==> src/rtl/npu_pkg.sv <==
// Shared NPU definitions: instruction encoding, load-mode codes used by the
// scheduler, and the decoder FSM state type.
package npu_pkg;

  typedef enum logic [1:0] {
    OP_NOP     = 2'b00,
    OP_LOAD    = 2'b01,
    OP_COMPUTE = 2'b10,
    OP_SYNC    = 2'b11
  } opcode_e;

  localparam logic [1:0] LOAD_IDLE = 2'd0;
  localparam logic [1:0] LOAD_A    = 2'd1;
  localparam logic [1:0] LOAD_B    = 2'd2;
  localparam logic [1:0] LOAD_C    = 2'd3;

  typedef enum logic [2:0] {
    ST_IDLE,
    ST_DECODE,
    ST_ISSUE,
    ST_WAIT,
    ST_SYNC
  } dec_state_e;

  // Instruction field bit positions
  localparam int OPC_HI    = 7;
  localparam int OPC_LO    = 6;
  localparam int MODE_HI   = 5;
  localparam int MODE_LO   = 4;
  localparam int RELU_BIT  = 5;
  localparam int BCAST_BIT = 4;
  localparam int REP_LO    = 0;

endpackage

==> src/rtl/npu_instr_fifo.sv <==
// Small show-ahead instruction FIFO; pointers carry an extra wrap bit so
// full/empty/level fall straight out of the pointer difference.
module npu_instr_fifo #(
  parameter int WIDTH = 8,
  parameter int DEPTH = 4
) (
  input  logic                     clk,
  input  logic                     rst_n,
  input  logic                     push,
  input  logic                     pop,
  input  logic [WIDTH-1:0]         din,
  output logic [WIDTH-1:0]         dout,
  output logic                     full,
  output logic                     empty,
  output logic [$clog2(DEPTH):0]   level
);

  localparam int AW = $clog2(DEPTH);
  localparam logic [AW:0] PTR_ONE = {{AW{1'b0}}, 1'b1};

  logic [WIDTH-1:0] mem [DEPTH];
  logic [AW:0]      wr_ptr_reg;
  logic [AW:0]      rd_ptr_reg;
  logic             do_push;
  logic             do_pop;

  assign do_push = push && !full;
  assign do_pop  = pop && !empty;

  always_ff @(posedge clk or negedge rst_n) begin
    if (!rst_n) begin
      wr_ptr_reg <= '0;
      rd_ptr_reg <= '0;
    end else begin
      if (do_push) wr_ptr_reg <= wr_ptr_reg + PTR_ONE;
      if (do_pop)  rd_ptr_reg <= rd_ptr_reg + PTR_ONE;
    end
  end

  // Storage needs no reset: entries are only read between valid pointers
  always_ff @(posedge clk) begin
    if (do_push) mem[wr_ptr_reg[AW-1:0]] <= din;
  end

  assign dout  = mem[rd_ptr_reg[AW-1:0]];
  assign empty = (wr_ptr_reg == rd_ptr_reg);
  assign full  = (wr_ptr_reg[AW] != rd_ptr_reg[AW]) &&
                 (wr_ptr_reg[AW-1:0] == rd_ptr_reg[AW-1:0]);
  assign level = wr_ptr_reg - rd_ptr_reg;

endmodule

==> src/rtl/npu_instr_decoder.sv <==
// NPU instruction front-end: buffers instructions, decodes them and issues
// one scheduler pass per repeat beat, paced by the scheduler's idle flag.
module npu_instr_decoder
  import npu_pkg::*;
#(
  parameter int W_IN       = 8,
  parameter int FIFO_DEPTH = 4,
  parameter int CNT_W      = 4
) (
  input  logic                          clk,
  input  logic                          rst_n,
  input  logic [W_IN-1:0]               instr,
  input  logic                          instr_valid,
  output logic                          instr_ready,
  input  logic                          sched_idle,
  output logic                          start,
  output logic [1:0]                    load_mode,
  output logic                          compute_en,
  output logic                          broadcast_en,
  output logic                          relu_en,
  output logic                          busy,
  output logic                          sync_done,
  output logic                          illegal_err,
  input  logic                          err_clr,
  output logic [$clog2(FIFO_DEPTH):0]   fifo_level
);

  localparam int LW = $clog2(FIFO_DEPTH) + 1;
  localparam logic [LW-1:0]    LEVEL_ONE = {{(LW-1){1'b0}}, 1'b1};
  localparam logic [CNT_W-1:0] CNT_ONE   = {{(CNT_W-1){1'b0}}, 1'b1};

  dec_state_e       state_reg, state_next, after_done;
  logic [W_IN-1:0]  head;
  logic             fifo_full, fifo_empty, push, pop;
  opcode_e          head_op;
  logic             head_illegal, head_issues, more_after_pop;
  logic [CNT_W-1:0] rep_cnt_reg;
  logic [1:0]       load_mode_reg;
  logic             compute_en_reg, broadcast_en_reg, relu_en_reg, illegal_err_reg;

  assign instr_ready = !fifo_full;
  assign push        = instr_valid && instr_ready;

  npu_instr_fifo #(
    .WIDTH (W_IN),
    .DEPTH (FIFO_DEPTH)
  ) u_fifo (
    .clk   (clk),
    .rst_n (rst_n),
    .push  (push),
    .pop   (pop),
    .din   (instr),
    .dout  (head),
    .full  (fifo_full),
    .empty (fifo_empty),
    .level (fifo_level)
  );

  assign head_op        = opcode_e'(head[OPC_HI:OPC_LO]);
  assign head_illegal   = (head_op == OP_LOAD) && (head[MODE_HI:MODE_LO] == LOAD_IDLE);
  assign head_issues    = ((head_op == OP_LOAD) && !head_illegal) || (head_op == OP_COMPUTE);
  assign more_after_pop = (fifo_level > LEVEL_ONE);
  assign after_done     = fifo_empty ? ST_IDLE : ST_DECODE;

  always_ff @(posedge clk or negedge rst_n) begin
    if (!rst_n) state_reg <= ST_IDLE;
    else        state_reg <= state_next;
  end

  always_comb begin
    state_next = state_reg;
    case (state_reg)
      ST_IDLE:   if (!fifo_empty) state_next = ST_DECODE;
      ST_DECODE: begin
        if (head_op == OP_SYNC) state_next = ST_SYNC;
        else if (head_issues)   state_next = ST_ISSUE;
        else                    state_next = more_after_pop ? ST_DECODE : ST_IDLE;
      end
      ST_ISSUE:  if (sched_idle) state_next = ST_WAIT;
      ST_WAIT:   if (sched_idle) state_next = (rep_cnt_reg != '0) ? ST_ISSUE : after_done;
      ST_SYNC:   if (sched_idle) state_next = after_done;
      default:   state_next = ST_IDLE;
    endcase
  end

  always_comb begin
    start     = 1'b0;
    sync_done = 1'b0;
    pop       = 1'b0;
    case (state_reg)
      ST_DECODE: pop       = 1'b1;
      ST_ISSUE:  start     = sched_idle;
      ST_SYNC:   sync_done = sched_idle;
      default:   ;
    endcase
  end

  // Controls are captured once per instruction and held across all repeats
  always_ff @(posedge clk or negedge rst_n) begin
    if (!rst_n) begin
      rep_cnt_reg      <= '0;
      load_mode_reg    <= LOAD_IDLE;
      compute_en_reg   <= 1'b0;
      broadcast_en_reg <= 1'b0;
      relu_en_reg      <= 1'b0;
    end else if (state_reg == ST_DECODE) begin
      rep_cnt_reg      <= head_issues ? head[REP_LO +: CNT_W] : '0;
      load_mode_reg    <= (head_op == OP_LOAD) ? head[MODE_HI:MODE_LO] : LOAD_IDLE;
      compute_en_reg   <= (head_op == OP_COMPUTE);
      broadcast_en_reg <= (head_op == OP_COMPUTE) && head[BCAST_BIT];
      relu_en_reg      <= (head_op == OP_COMPUTE) && head[RELU_BIT];
    end else begin
      if ((state_reg == ST_WAIT) && sched_idle && (rep_cnt_reg != '0))
        rep_cnt_reg <= rep_cnt_reg - CNT_ONE;
      if (state_next == ST_IDLE) begin
        load_mode_reg    <= LOAD_IDLE;
        compute_en_reg   <= 1'b0;
        broadcast_en_reg <= 1'b0;
        relu_en_reg      <= 1'b0;
      end
    end
  end

  // A new illegal instruction wins over a clear in the same cycle
  always_ff @(posedge clk or negedge rst_n) begin
    if (!rst_n)                                          illegal_err_reg <= 1'b0;
    else if ((state_reg == ST_DECODE) && head_illegal)   illegal_err_reg <= 1'b1;
    else if (err_clr)                                    illegal_err_reg <= 1'b0;
  end

  assign load_mode    = load_mode_reg;
  assign compute_en   = compute_en_reg;
  assign broadcast_en = broadcast_en_reg;
  assign relu_en      = relu_en_reg;
  assign illegal_err  = illegal_err_reg;
  assign busy         = (state_reg != ST_IDLE) || !fifo_empty;

endmodule

==> config.mk <==
export PLATFORM = sky130hd
export DESIGN_NAME = npu_instr_decoder
export DESIGN_NICKNAME = d
export VERILOG_FILES = /design/src/rtl/npu_pkg.sv /design/src/rtl/npu_instr_fifo.sv /design/src/rtl/npu_instr_decoder.sv
export SDC_FILE = /design/constraint.sdc
export NUM_CORES = 1
export LEC_CHECK = 0
export ABC_AREA = 1
export BUFFER_PORTS_ARGS = -buffer_cell sky130_fd_sc_hd__buf_4
export CAP_MARGIN = 20
export CORE_ASPECT_RATIO = 0.8
export CORE_MARGIN = 1
export CORE_UTILIZATION = 35
export DETAILED_ROUTE_END_ITERATION = 7
export GPL_TIMING_DRIVEN = 1
export PLACE_DENSITY = 0.6
export SLEW_MARGIN = 20
export SYNTH_ARGS = -nofsm -noshare
export SYNTH_HDL_FRONTEND = slang
export SYNTH_SLANG_ARGS = --single-unit
==> constraint.sdc <==
create_clock -name clk -period 2.5 [get_ports clk]
set_input_delay 0.5 -clock clk [delete_from_list [all_inputs] [get_ports clk]]
set_output_delay 0.5 -clock clk [all_outputs]
set_load 0.01 [all_outputs]
==> metrics.txt, run 1 <==
Final WS setup=0.237 ns; area of placed instances=2790 um^2; Peak VDD IR=0.468 mV; Final Hold Vio Count=0; Fin Clk Skew=0.00760 ns; fill count=685; CTS clk-pin slew, worst paths=0.10 ns; register area share after synthesis=57.7%; multi-input logic area=870 um^2; Syn Std Cell Area=2490 um^2; Iter 0 DRT Violations=82; Cells after DPL=355; first-pass GRT wire length=7750 um; GR Overflow Total=0; nets in the synthesized netlist=263; TritonCTS clock tree=done; CP Capture Type=output pin; CORE AREA=6890 um^2; CTS H-tree lvls=2; final instance area=2880 um^2; Mean Syn Cell Area=10.3 um^2; synth unique cells=32; CTS Buf Count=5; Startpoint Class=flip-flop; highest clock rate=442 MHz; Rel. slew slack=64.5%; die area=7460 um^2; fraction of layout cells with a size suffix above 1=22.5%; post-CTS sizing=0; Mapped Cells=241; starting density of the core=36.1%; initial antenna violation count=0; # setup viols final=0; crit path kind=flip-flop to output pin; Seq cells post-synth=51; critical path peak fanout=4; WHS=0.0415 ns; routed vias=1,655; placer congestion estimate=0.774; via-per-instance ratio=4.56; failing checks=design-rule violations; status=finished with violations; TritonRoute pass-1 iters=6; Setup Fix Bufs, Post-CTS=0; routed wire length=4610 um; Finished Core Util=41.8%; Setup TNS=0 ns; Clock Sink Count=51; pre-CTS setup slack=0.568 ns; CTS root buffer=clkbuf_8; Finished Layout Cells=363; P_leak=1.27 nW; arrival time at the worst endpoint=1.76 ns; IO Pins=26; Final period util=90.5%; worst min path class=input port to asynchronous set/reset pin; Final ANT Viol Nets=0; RSZ-0062 raised after global routing=false; Tot Pwr=3.79 mW; # diodes=0; worst skew pair latency=0.31 ns; Row Count=27; fin crit period=2.26 ns; Ys Warns=0; wire per inst=12.7 um; area growth from synthesis to layout=15.7%; Cell Pwr Density=1320 nW/um^2; gr usage total=14.0%; DRC violations left=2; die span in y=77.5 um; Reg area=1440 um^2; vias in the first global route=1,592; largest net degree at the start of global routing=20; Die X=96.3 um; Max Root-Sink Buffers=2; Required @ worst endpoint=2.00 ns; # port buffers=25; Final Max Tran Viols=0; cts hold-fix bufs=0; final net count=297; MaxCap Viol Count=0; Largest register FFs=32; HPWL after DPL=3310 um; Least-Margin Pin Slew=0.526 ns
==> synth_stat cells <==
cell | instances | area share [%]
nor2_4 | 2 | 0.90
ha_1 | 8 | 4.0
nand2_2 | 5 | 1.3
nor4_1 | 1 | 0.25
nor2_2 | 3 | 0.75
nor3_1 | 1 | 0.20
xor2_1 | 4 | 1.4
a21oi_1 | 6 | 1.2
a22oi_1 | 2 | 0.60
dfrtp_1 | 19 | 19
a31oi_1 | 1 | 0.25
buf_8 | 1 | 0.60
o21ai_0 | 17 | 3.4
edfxtp_1 | 32 | 39
nand3b_1 | 1 | 0.30
nand4_1 | 3 | 0.75
buf_4 | 1 | 0.30
inv_4 | 1 | 0.25
nor2_1 | 23 | 3.5
buf_6 | 2 | 0.90
buf_2 | 1 | 0.20
o22ai_1 | 5 | 1.3
a21oi_4 | 1 | 0.65
fa_1 | 1 | 0.80
nand3_4 | 1 | 0.70
nand3_2 | 3 | 1.2
nand3_1 | 22 | 4.4
inv_6 | 1 | 0.35
nand2_4 | 3 | 1.4
inv_2 | 2 | 0.30
nand2_1 | 38 | 5.7
inv_1 | 30 | 4.5
==> power breakdown <==
group          total (mW)  internal (mW)  switching [mW]
registers            1.31           1.17           0.140
logic                1.99          0.740            1.25
clock network       0.496          0.203           0.293
total                3.79           2.11            1.68
==> critical path, stage by stage, from the launching register on <==
cell      delay, ns
dfrtp_1        0.39
inv_1          0.11
ha_1           0.20
fa_1           0.38
nand3b_1       0.18
nand2_1        0.08
buf_4          0.11
==> routing by layer <==
metal	part of all wire [%]	GRT usage [%]	routed length (um)	vias up
met5	0	0	0	-
met4	1.4	4.85	65	0
met3	4.1	3.24	189	8
met2	42	20.4	1920	31
met1	53	20.4	2440	744
li1	-	-	-	872
==> final timing paths <==
path	from	to	slack, ns	depth (start not counted)
worst max-delay path	u_fifo.wr_ptr_reg[0]	fifo_level[2]	0.24	6
worst min-delay path	rst_n	compute_en	0.04	1
worst min register to register	load_mode[0]	load_mode[0]	0.51	2
min in group clk	err_clr	illegal_err	0.37	2
worst max register to register	u_fifo.wr_ptr_reg[0]	compute_en	0.58	11
max in group asynchronous	rst_n	u_fifo.wr_ptr_reg[0]	2.25	1
==> logic make-up after synthesis <==
| kind of cell | count (synthesis) | synth area share, % |
|---|---|---|
| xor gates and xnor gates | 4 | 1.41 |
| AOI/OAI and AO/OA | 32 | 7.38 |
| DFF | 51 | 57.7 |
| and+or+nand+nor | 106 | 21.3 |
| adders and majority gates | 9 | 4.82 |
| buffers and inverters | 39 | 7.43 |
==> layout by cell type, fill, tap and decap left out, types with 2 or more instances in the layout <==
master,synthesis,layout
nand2_1,38,38
buf_4,1,32
edfxtp_1,32,32
inv_1,30,30
nor2_1,23,23
nand3_1,22,22
dfrtp_1,19,19
o21ai_0,17,17
ha_1,8,8
a21oi_1,6,6
nand2_2,5,5
o22ai_1,5,5
clkbuf_8,0,5
xor2_1,4,4
nor2_2,3,3
inv_6,1,3
nand3_2,3,3
nand2_4,3,3
nand4_1,3,3
inv_2,2,2
nor2_4,2,2
a22oi_1,2,2
==> layout make-up <==
class	count	area share (%)
Sequential cell	51	49.8
Timing Repair Buffer	32	8.34
Clock buffer	5	2.39
Clock inverter	3	0.782
Multi-Input combinational cell	151	30.2
Tap cell	87	3.78
Inverter	34	4.69
Note: power is estimated with default switching activity, not from simulation.
==> run 2, diff against run 1 <==
Settings changed: HOLD_SLACK_MARGIN set to 0.1.
==> run 2 against run 1 <==
Clock power about the same; largest power group unchanged; critical path depth unchanged; largest cell class unchanged; die area unchanged; sequential cell count unchanged; cell count up 0.28%; the run still ends with design-rule violations left; global-route usage about the same; non-clock buffer count up 1; design area up 0.35%; sequential share of layout area down 0.17 points; routed wire length down 0.26%; maximum frequency about the same.
==> metrics.txt, run 2 (same netlist as run 1, synthesis figures left out) <==
WHS=0.372 ns; IO Pins=26; GR Overflow Total=0; worst min path class=input port to flip-flop; Max Root-Sink Buffers=2; Clock Sink Count=51; Final Max Tran Viols=0; MaxCap Viol Count=0; # setup viols final=0; sw power=1.68 mW; # diodes=0; sequential share of power=34.5%; Setup TNS=0 ns; Sw Ratio=44.3%; TritonRoute pass-1 iters=6; area of placed instances=2790 um^2; Fin Clk Skew=0.00554 ns; starting density of the core=36.1%; Final WS setup=0.237 ns; die span in y=77.5 um; Cell Pwr Density=1310 nW/um^2; CP Capture Type=output pin; most common cell after layout, fill and taps aside=nand2_1; RSZ-0062 raised after global routing=false; TritonCTS clock tree=done; area growth from synthesis to layout=16.1%; first-pass GRT wire length=7730 um; pre-CTS setup slack=0.568 ns; worst skew pair latency=0.31 ns; via-per-instance ratio=4.55; Final Hold Vio Count=0; Iter 0 DRT Violations=68; Final ANT Viol Nets=0; failing checks=design-rule violations; gr usage total=14.0%; CORE AREA=6890 um^2; wire per inst=12.6 um; highest clock rate=442 MHz; Setup Fix Bufs, Post-CTS=0; P_leak=1.27 nW; die area=7460 um^2; final net count=298; CTS root buffer=clkbuf_8; Rel. slew slack=64.5%; Least-Margin Pin Slew=0.527 ns; # port buffers=25; final instance area=2890 um^2; CTS H-tree lvls=2; crit path kind=flip-flop to output pin; status=finished with violations; Row Count=27; largest net degree at the start of global routing=20; Peak VDD IR=0.468 mV; fin crit period=2.26 ns; arrival time at the worst endpoint=1.76 ns; vias in the first global route=1,590; most frequent cells in the layout=38 x nand2_1, 32 x buf_4, 32 x edfxtp_1; combinational power share=52.5%; Startpoint Class=flip-flop; routed wire length=4600 um; Largest register FFs=32; Required @ worst endpoint=2.00 ns; Finished Core Util=42.0%; cell internal pwr=2.11 mW; Die X=96.3 um; HPWL after DPL=3310 um; Final period util=90.5%; critical path peak fanout=4; CTS Buf Count=5; routed vias=1,656; CTS clk-pin slew, worst paths=0.10 ns; initial antenna violation count=0; DRC violations left=2; fraction of layout cells with a size suffix above 1=22.4%; fill count=682; placer congestion estimate=0.774; clock power share=13.0%
run 2: metrics by stage:
stage | total power [mW] | std cells
after floorplan | 2.79 | 241
after global placement | 3.32 | 355
after detailed placement | 3.34 | 355
after CTS | 3.84 | 364
after global routing | 4.15 | 364
final | 3.79 | 364
run 2: area by class of cell:
| cell class | instances | area (um^2) | area share [%] |
|---|---|---|---|
| clock buffer | 5 | 68.8 | 2.38 |
| clock inverter | 3 | 22.5 | 0.779 |
| inverter | 34 | 135 | 4.67 |
| multi-input combinational | 151 | 870 | 30.1 |
| sequential | 51 | 1440 | 49.7 |
| tap | 87 | 109 | 3.76 |
| timing repair buffer | 33 | 250 | 8.65 |
run 2: path summary, 6_finish.rpt:
check / end / slack [ns] / cells past startpoint / from
max in group asynchronous: u_fifo.wr_ptr_reg[0] / 1.70 / 2 / rst_n
min in group asynchronous: compute_en / 0.59 / 2 / rst_n
hold reg to reg: load_mode[0] / 0.51 / 2 / load_mode[0]
hold / removal: illegal_err / 0.37 / 2 / err_clr
setup / recovery: fifo_level[2] / 0.24 / 6 / u_fifo.wr_ptr_reg[0]
setup reg to reg: compute_en / 0.57 / 11 / u_fifo.wr_ptr_reg[0]
run 2: per-layer routing:
metal / wire length, um / track usage, %
met1: 2420 / 20.3
met2: 1940 / 20.4
met3: 166 / 3.24
met4: 65 / 4.85
met5: 0 / 0
run 2: critical path, stage by stage, from the launching register on:
cell	delay (ns)
dfrtp_1	0.39
inv_1	0.11
ha_1	0.20
fa_1	0.38
nand3b_1	0.18
nand2_1	0.08
buf_4	0.11
run 2: power groups by stage:
| stage | registers [mW] | logic [mW] | clock network, mW |
|---|---|---|---|
| 2_1_floorplan | 1.30 | 1.49 | 0 |
| 3_3_place_gp | 1.33 | 1.99 | 0 |
| 3_5_place_dp | 1.33 | 2.01 | 0 |
| 4_1_cts | 1.31 | 2.02 | 0.513 |
| 5_1_grt | 1.34 | 2.28 | 0.538 |
| 6_report | 1.31 | 1.99 | 0.493 |
run 2: what timing repair did:
item | in CTS | in global routing
endpoints found under the hold margin | 19 | 0
hold buffers | 1 | 0
gates resized for setup | 0 | 0
==> run 3, diff against run 2 <==
--- a/config.mk
+++ b/config.mk
@@ -14,2 +14,3 @@
 export DETAILED_ROUTE_END_ITERATION = 7
+export GPL_ROUTABILITY_DRIVEN = 0
 export GPL_TIMING_DRIVEN = 1
==> constraint.sdc (replaced) <==
create_clock -name clk -period 2.5 [get_ports clk]
set_input_delay 0.375 -clock clk [delete_from_list [all_inputs] [get_ports clk]]
set_output_delay 0.375 -clock clk [all_outputs]
set_load 0.01 [all_outputs]
==> run 3 against run 2 <==
The run still ends with design-rule violations left; clock-buffer cell count unchanged; critical path depth unchanged; power up 0.16%; maximum frequency up 4.9%; non-clock buffer count unchanged; clock skew up 0.0044 ns; sequential share of layout area unchanged; global-route usage down 0.056 points; register-to-register slack worse by 0.04 ns; critical endpoint unchanged; highest routed layer unchanged.
==> metrics.txt, run 3 (same netlist as run 1, synthesis figures left out) <==
Largest register FFs=32; Least-Margin Pin Slew=0.556 ns; pre-CTS setup slack=0.538 ns; Die X=96.3 um; Clock Sink Count=51; status=finished with violations; Final WS setup=0.342 ns; Cell Pwr Density=1310 nW/um^2; area growth from synthesis to layout=16.1%; RSZ-0062 raised after global routing=false; Iter 0 DRT Violations=72; Startpoint Class=flip-flop; Crit-path slowest cell=dfrtp_1; Peak VDD IR=0.448 mV; post-CTS sizing=0; initial antenna violation count=0; CTS root buffer=clkbuf_8; Max Root-Sink Buffers=2; Final ANT Viol Nets=0; Finished Core Util=42.0%; fraction of layout cells with a size suffix above 1=22.4%; first-pass GRT wire length=7870 um; fin crit period=2.16 ns; TritonCTS clock tree=done; reg-to-reg slack, setup=0.53 ns; most common cell after layout, fill and taps aside=nand2_1; gr usage total=13.9%; CORE AREA=6890 um^2; most frequent cells in the layout=38 x nand2_1, 32 x buf_4, 32 x edfxtp_1; CTS H-tree lvls=2; multi-input logic area=870 um^2; vias in the first global route=1,566; # port buffers=25; failing checks=design-rule violations; HPWL after DPL=3340 um; final net count=298; Rel. slew slack=62.6%; Setup TNS=0 ns; CP max stage delay=0.39 ns; Final period util=86.3%; P_leak=1.27 nW; cell family with most CP delay=adder cells; via-per-instance ratio=4.60; die area=7460 um^2; largest net degree at the start of global routing=20; IO Pins=26; GR Overflow Total=0; CP cell instances=inv_1 > ha_1 > fa_1 > nand3b_1 > nand2_1 > buf_4; # diodes=0; worst min path class=input port to flip-flop; Fin Clk Skew=0.00990 ns; worst skew pair latency=0.31 ns; Final Max Tran Viols=0; CP Capture Type=output pin; Reg area=1440 um^2; die span in y=77.5 um; CTS Buf Count=5; MaxCap Viol Count=0; # setup viols final=0; critical path peak fanout=4; TritonRoute pass-1 iters=6; starting density of the core=36.1%; CP Buf/Inv Count=2; routed wire length=4690 um; fill count=670; Required @ worst endpoint=2.12 ns; highest clock rate=463 MHz; Final Hold Vio Count=0; routed vias=1,673; DRC violations left=2; arrival time at the worst endpoint=1.78 ns; wire per inst=12.9 um; CTS clk-pin slew, worst paths=0.10 ns; Row Count=27; crit path kind=flip-flop to output pin
## run 3: changes by cell type in the layout (fill, tap and decap cells not counted), sizes merged
cell / previous run / this run
clkinv: 1 / 2
inv: 36 / 35
## run 3: layout make-up
type	count	area share (%)
clock inverter	3	0.779
multi-input combinational	151	30.1
timing repair buffer	33	8.65
clock buffer	5	2.38
tap	87	3.76
inverter	34	4.67
sequential	51	49.7
## run 3: final timing paths
check | start | to | depth (start not counted)
setup / recovery | u_fifo.wr_ptr_reg[0] | fifo_level[2] | 6
hold / removal | err_clr | illegal_err | 2
setup reg to reg | u_fifo.rd_ptr_reg[1] | load_mode[0] | 11
hold reg to reg | load_mode[1] | load_mode[1] | 2
max in group asynchronous | rst_n | u_fifo.rd_ptr_reg[0] | 2
min in group asynchronous | rst_n | load_mode[0] | 2
## run 3: power breakdown
part | internal, mW | total (mW) | switching [mW]
combinational | 0.744 | 2.01 | 1.26
clock | 0.201 | 0.482 | 0.281
sequential | 1.17 | 1.31 | 0.143
total | 2.11 | 3.80 | 1.69
## run 3: per-layer routing
layer / global-route usage, % / part of all wire [%] / up-vias
li1: - / - / 875
met1: 20.7 / 52 / 763
met2: 20.4 / 43 / 29
met3: 3.24 / 3.6 / 6
met4: 3.53 / 0.90 / 0
met5: 0 / 0 / -
## run 3: what timing repair did
action / CTS / global route
hold buffers: 1 / 0
hold endpoints to repair: 19 / 0
setup buffers: 0 / 0
## run 3: metrics by stage
stage               cell area (um^2)  hold WS, ns  power, mW  instances
finish                          2890        0.251       3.80        364
global route                    2890        0.252       4.14        364
CTS                             2890        0.250       3.84        364
detailed placement              2790        0.272       3.34        355
global placement                2790        0.274       3.33        355
floorplan                       2490       0.0794       2.79        241
